File: config.mk
export PLATFORM = sky130hd
export DESIGN_NAME = vertex_rom_arbiter
export DESIGN_NICKNAME = d
export VERILOG_FILES = /design/src/rtl/vertex_rom_arbiter.sv
export SDC_FILE = /design/constraint.sdc
export NUM_CORES = 1
export LEC_CHECK = 0
export CAP_MARGIN = 0
export CELL_PAD_IN_SITES_DETAIL_PLACEMENT = 0
export CELL_PAD_IN_SITES_GLOBAL_PLACEMENT = 1
export CORE_MARGIN = 4
export CORE_UTILIZATION = 30
export CTS_CLUSTER_DIAMETER = 40
export DETAILED_ROUTE_END_ITERATION = 8
export PLACE_DENSITY = 0.87
export SYNTH_ARGS = -nofsm -noshare
export SYNTH_HDL_FRONTEND = slang
export SYNTH_SLANG_ARGS = --single-unit
File: constraint.sdc
create_clock -name clk_in -period 1.6 [get_ports clk_in]
set_input_delay 0.32 -clock clk_in [delete_from_list [all_inputs] [get_ports clk_in]]
set_output_delay 0.32 -clock clk_in [all_outputs]
set_load 0.005 [all_outputs]
File: src/rtl/vertex_rom_arbiter.sv
// Two-requester round-robin arbiter in front of one shared vertex ROM read port.
// Each grant carries a {valid, id} tag down a READ_LATENCY pipeline so the returned word is steered to its owner.
module vertex_rom_arbiter #(
    parameter int ADDR_WIDTH   = 16,
    parameter int DATA_WIDTH   = 96,
    parameter int READ_LATENCY = 2
) (
    input  logic                  clk_in,
    input  logic                  rst_in,
    input  logic [1:0]            req_in,
    input  logic [ADDR_WIDTH-1:0] addr0_in,
    input  logic [ADDR_WIDTH-1:0] addr1_in,
    output logic [1:0]            gnt_out,
    output logic [ADDR_WIDTH-1:0] rom_addr_out,
    input  logic [DATA_WIDTH-1:0] rom_data_in,
    output logic [DATA_WIDTH-1:0] rdata_out,
    output logic [1:0]            rvalid_out,
    output logic                  busy_out
);

    // Handshake: req_in[i] and addr_i are held until gnt_out[i] pulses for one cycle;
    // the request is consumed by that pulse, and dropping req_in[i] earlier withdraws it.
    logic                    ptr_q, ptr_d;
    logic [1:0]              gnt_q, gnt_d;
    logic [ADDR_WIDTH-1:0]   rom_addr_q, rom_addr_d;
    logic [READ_LATENCY-1:0] tag_vld_q, tag_vld_d;
    logic [READ_LATENCY-1:0] tag_id_q, tag_id_d;
    logic [DATA_WIDTH-1:0]   rdata_q, rdata_d;
    logic [1:0]              rvalid_q, rvalid_d;
    logic [1:0]              eligible;
    logic                    win;

    always_comb begin
        eligible   = req_in & ~gnt_q;
        win        = 1'b0;
        gnt_d      = 2'b00;
        ptr_d      = ptr_q;
        rom_addr_d = rom_addr_q;
        if (eligible == 2'b11) begin
            win = ptr_q;
        end else begin
            win = eligible[1];
        end
        if (|eligible) begin
            gnt_d      = win ? 2'b10 : 2'b01;
            ptr_d      = ~win;
            rom_addr_d = win ? addr1_in : addr0_in;
        end
    end

    // Stage k holds the tag for the grant issued k+1 cycles ago; the last stage lines up with ROM data.
    always_comb begin
        tag_vld_d[0] = |gnt_q;
        tag_id_d[0]  = gnt_q[1];
        for (int i = 1; i < READ_LATENCY; i++) begin
            tag_vld_d[i] = tag_vld_q[i-1];
            tag_id_d[i]  = tag_id_q[i-1];
        end
    end

    always_comb begin
        rvalid_d = 2'b00;
        rdata_d  = rdata_q;
        if (tag_vld_q[READ_LATENCY-1]) begin
            rdata_d  = rom_data_in;
            rvalid_d = tag_id_q[READ_LATENCY-1] ? 2'b10 : 2'b01;
        end
    end

    always_ff @(posedge clk_in or negedge rst_in) begin
        if (!rst_in) begin
            ptr_q      <= 1'b0;
            gnt_q      <= 2'b00;
            rom_addr_q <= '0;
            tag_vld_q  <= '0;
            tag_id_q   <= '0;
            rdata_q    <= '0;
            rvalid_q   <= 2'b00;
        end else begin
            ptr_q      <= ptr_d;
            gnt_q      <= gnt_d;
            rom_addr_q <= rom_addr_d;
            tag_vld_q  <= tag_vld_d;
            tag_id_q   <= tag_id_d;
            rdata_q    <= rdata_d;
            rvalid_q   <= rvalid_d;
        end
    end

    assign gnt_out      = gnt_q;
    assign rom_addr_out = rom_addr_q;
    assign rdata_out    = rdata_q;
    assign rvalid_out   = rvalid_q;
    assign busy_out     = (|gnt_q) | (|tag_vld_q);

endmodule

**Yosys cells after proc, flatten, opt, wreduce, memory -nomap -nowiden**

Cells that the tools add are included.

- Eq/ne operators: 1
- Multiplexer cells: 6
- Bitwise gates (word level): 4
- Reductions and logical operators: 3

Operators with widths:

| cell | count |
|---|---|
| 16-bit 2-to-1 mux | 1 |
| 2-bit 2-to-1 mux | 4 |
| 2-bit OR reduction | 3 |
| 2-bit bitwise AND | 1 |
| 2-bit equality test (second input constant) | 1 |
| 2-bit inverter | 1 |
| 1-bit 2-to-1 mux | 1 |
| 1-bit inverter | 1 |
| 1-bit bitwise OR | 1 |

- Register bits: 121
- Input bits: 132
- Word-level logic and storage cells: 21

**Logic depth before layout (Yosys ltp)**

- Depth in word-level cells: 6
- Depth in mapped cells: 5
- Depth with buffers taken out: 3

**Worst setup path after synthesis**

No wires, ideal clock.

- Kind: reg-to-output
- Start point: reg tag_vld_q[1]
- End point: out busy_out
- Arrival time: 1032 ps
- Path slack: 248 ps
- Stages on the path, launching flop included: 4
- Path through: dfrtp_1 -> buf_2 -> buf_2 -> or3_1

- Cells in the longest elaborated chain, start to end: 2

Ends and longest elaborated chain:

| what | line | text |
|---|---|---|
| start: declaration | 26 | `logic [READ_LATENCY-1:0] tag_vld_q, tag_vld_d;` |
| start signal: assignment | 83 | `tag_vld_q <= tag_vld_d;` |
| 2-bit OR reduction | 94 | `assign busy_out = (\|gnt_q) \| (\|tag_vld_q);` |
| 1-bit bitwise OR | 94 |  |
| end: declaration | 18 | `output logic busy_out` |

No other way between the ends.

**Worst setup path in the final report**

- Start point: reg gnt_q[0] (netlist: gnt_out[0])
- End point: out busy_out

- Cells in the longest elaborated chain, start to end: 2

Ends and longest elaborated chain:

| what | line | text |
|---|---|---|
| start: declaration | 24 | `logic [1:0] gnt_q, gnt_d;` |
| start signal: assignment | 81 | `gnt_q <= gnt_d;` |
| 2-bit OR reduction | n/a |  |
| net tag_vld_d[0] | 26 |  |
| 1-bit bitwise OR | 94 |  |

The timed path passes the listed nets, and every way through them passes these cells.

==> run_results.csv <==
group,metric,value,unit
power_and_ir_drop,p_comb_share,26.3,%
global_routing,grt_pass1_vias,3812,
critical_path,worstSetupPathType,"reg2out",
die,fp.dieH,132,um
global_routing,grt.overflow.total,0,
finish,stdcell_count,737,
die,core_area,14800,um2
finish,nNetsFinal,672,
finish,drive_gt1_share,8.68,%
global_routing,grt_use_total,15.2,%
timing,rsz0062_at_grt,"true",
critical_path,crit_end,"busy_out",
clock_tree,clkSinkCount,121,
critical_path,setup.worst_path.start,"gnt_out[0]",
clock_tree,cts_buffer_depth,2,
clock_tree,cts-buffers-inserted,17,
timing,fin_crit,1.79,ns
power_and_ir_drop,fin_total_pwr,10.9,mW
timing,skew,0.00637,ns
synthesis,synth-warning-count,0,
power_and_ir_drop,p_int,8.13,mW
finish,final_util,53.7,%
die,chipWidth,132,um
placed_design,dp_cells,702,
outcome,status,"finished with violations",
finish,layout_common_cells,"clkdlybuf4s50_1 (134), dfrtp_1 (120), mux2_1 (96), dlygate4sd2_1 (74), dlymetal6s2s_1 (38)",
drt,drt_iter0_drc,51,
power_and_ir_drop,power_leakage,3.73,nW
synthesis,netlist_area,4580,um2
power_and_ir_drop,powerDensity,1380,nW/um2
clock_tree,clk-insertion-delay-late,0.41,ns
drt,vias,3419,
critical_path,r2r-end,"rom_addr_out[7]",
power_and_ir_drop,p_sw_share,25.7,%
global_routing,grt_pass1_wl,20900,um
drt,vias_per_cell,4.64,
drt,routed_wl,13000,um
power_and_ir_drop,p_clk_share,35.0,%
hold_path,hp-class,"in2async",
critical_path,worst_setup_path_end_kind,"output port",
synthesis,synth_nets,409,
global_routing,grt_max_degree,61,
power_and_ir_drop,netSwitchingPower,2.81,mW
die,ios,249,
timing,setup_violations,1,
placed_design,hpwl,9780,um
power_and_ir_drop,ir_drop,0.624,mV
outcome,violations,"setup timing",
finish,fillCellCount,1220,
timing,period_share,112,%
timing,finalHoldViolCount,0,
placed_design,place_congestion,0.820,
drt,dr.pass1.iters,4,
die,rows,44,
drt,routedWlPerCell,17.6,um
timing,maxSlewViolCount,0,
critical_path,required,1.28,ns
clock_tree,htree_levels,4,
die,die_area,17300,um2
drt,drc,0,
timing,setup_slack,-0.193,ns
critical_path,reg2reg_slack,0.10,ns
drt,ant_nets,0,
placed_design,dp_worst_setup_slack,-0.223,ns
global_routing,antenna_found_initial,0,
die,start_util,31.0,%
clock_tree,cts-root-buf,"clkbuf_16",
timing,clock.fmax,558,MHz
synthesis,yosys_register_bits,121,
synthesis,syn-mean-instance-area,16.5,um2
timing,worstMarginPinSlew,0.504,ns
critical_path,reg2regPathDepth,5,
clock_tree,cts_tree,"built",
critical_path,start_kind,"flop",
finish,antenna_cells,0,
critical_path,r2r-start,"gnt_out[1]",
timing,worst_slew_margin_rel,66.4,%
critical_path,critPathMaxFanout,2,
synthesis,synthCells,277,
finish,syn2layout_area_growth,73.2,%
placed_design,io_buffer_count,248,
finish,final_common_cell,"clkdlybuf4s50_1",
clock_tree,clk_pin_slew,0.05,ns
synthesis,yosys.cell_types.count,16,
synthesis,ys_seq_area_share,66.1,%
power_and_ir_drop,sequentialPowerShare,38.7,%
critical_path,cp.arrival,1.47,ns
job,drv_cap,0,
[cell type report]
cell class | count | area (um2) | area share, %
Timing Repair Buffer | 261 | 2620 | 33.0
Sequential cell | 121 | 3030 | 38.2
Tap cell | 184 | 230 | 2.90
Clock inverter | 12 | 150 | 1.89
Multi-Input combinational cell | 139 | 1460 | 18.4
Clock buffer | 20 | 447 | 5.63
[per-stage QoR]
step | setup TNS (ns) | cell area (um2) | hold slack [ns]
6_report | -0.193 | 7930 | 0.346
5_1_grt | -0.314 | 7930 | 0.351
4_1_cts | -0.225 | 7810 | 0.340
3_5_place_dp | -3.41 | 7300 | 0.239
3_3_place_gp | -2.34 | 7300 | 0.234
2_1_floorplan | 0 | 4580 | 0.0244
[Yosys cell counts]
master | number | area share (%)
dfrtp_1 | 121 | 66
or2_1 | 1 | 0.14
nand2b_1 | 1 | 0.14
a21o_1 | 1 | 0.16
nor3b_1 | 16 | 2.6
buf_4 | 1 | 0.16
mux2_1 | 96 | 24
or3_1 | 1 | 0.14
nor2_2 | 1 | 0.14
and2_1 | 1 | 0.14
a221o_1 | 16 | 3.5
nor2b_1 | 3 | 0.41
buf_2 | 14 | 1.5
nor3b_2 | 1 | 0.27
buf_6 | 2 | 0.49
a21boi_4 | 1 | 0.41
[power groups by stage]
stage | registers [mW] | clock network [mW] | logic, mW
2_1_floorplan | 4.33 | 0 | 0.996
3_3_place_gp | 4.28 | 0 | 3.25
3_5_place_dp | 4.31 | 0 | 3.33
4_1_cts | 4.25 | 3.93 | 2.99
5_1_grt | 4.34 | 4.06 | 3.13
6_report | 4.23 | 3.83 | 2.88
[cells by family after synthesis]
group / share of synthesized area, %
AO/OA/AOI/OAI: 4.07
AND/OR/NAND/NOR: 3.99
flip-flops: 66.1
buffers and inverters: 2.19
multiplexers: 23.6
[flip-flops by register name, summed over array words and instances (netlist names)]
name          flops
ptr_q             1
gnt_out           2
tag_vld_q         2
rdata_out        96
tag_id_q          2
rom_addr_out     16
rvalid_out        2
[worst min-delay path by stage]
stage,start,end,slack (ns),cells after the start
6_report,rst_in,rdata_out[32],0.35,2
5_1_grt,tag_id_q[0],tag_id_q[1],0.35,0
4_1_cts,rst_in,rdata_out[33],0.34,2
3_5_place_dp,rst_in,rdata_out[33],0.24,1
3_3_place_gp,rst_in,rdata_out[53],0.23,1
2_1_floorplan,rst_in,gnt_out[0],0.02,0
[repair_timing]
| item | CTS | global route |
|---|---|---|
| resized for setup | 78 | 39 |
| setup buffers | 0 | 2 |
| endpoints found under the setup margin | 75 | 56 |
| hold endpoints to repair | 19 | 0 |
| hold buffers | 1 | 0 |
[critical path, stage by stage (launching register included)]
cell	delay, ns
dfrtp_1	0.37
or2_1	0.24
or3_1	0.32
buf_2	0.14
[metal layers]
layer | track usage, % | vias up | routed length [um]
met3 | 8.18 | 23 | 1330
met1 | 17.2 | 1673 | 5190
li1 | - | 1530 | -
met5 | 0 | - | 0
met2 | 24.6 | 193 | 6200
met4 | 5.31 | 0 | 233
(Power assumes the default switching activity.)
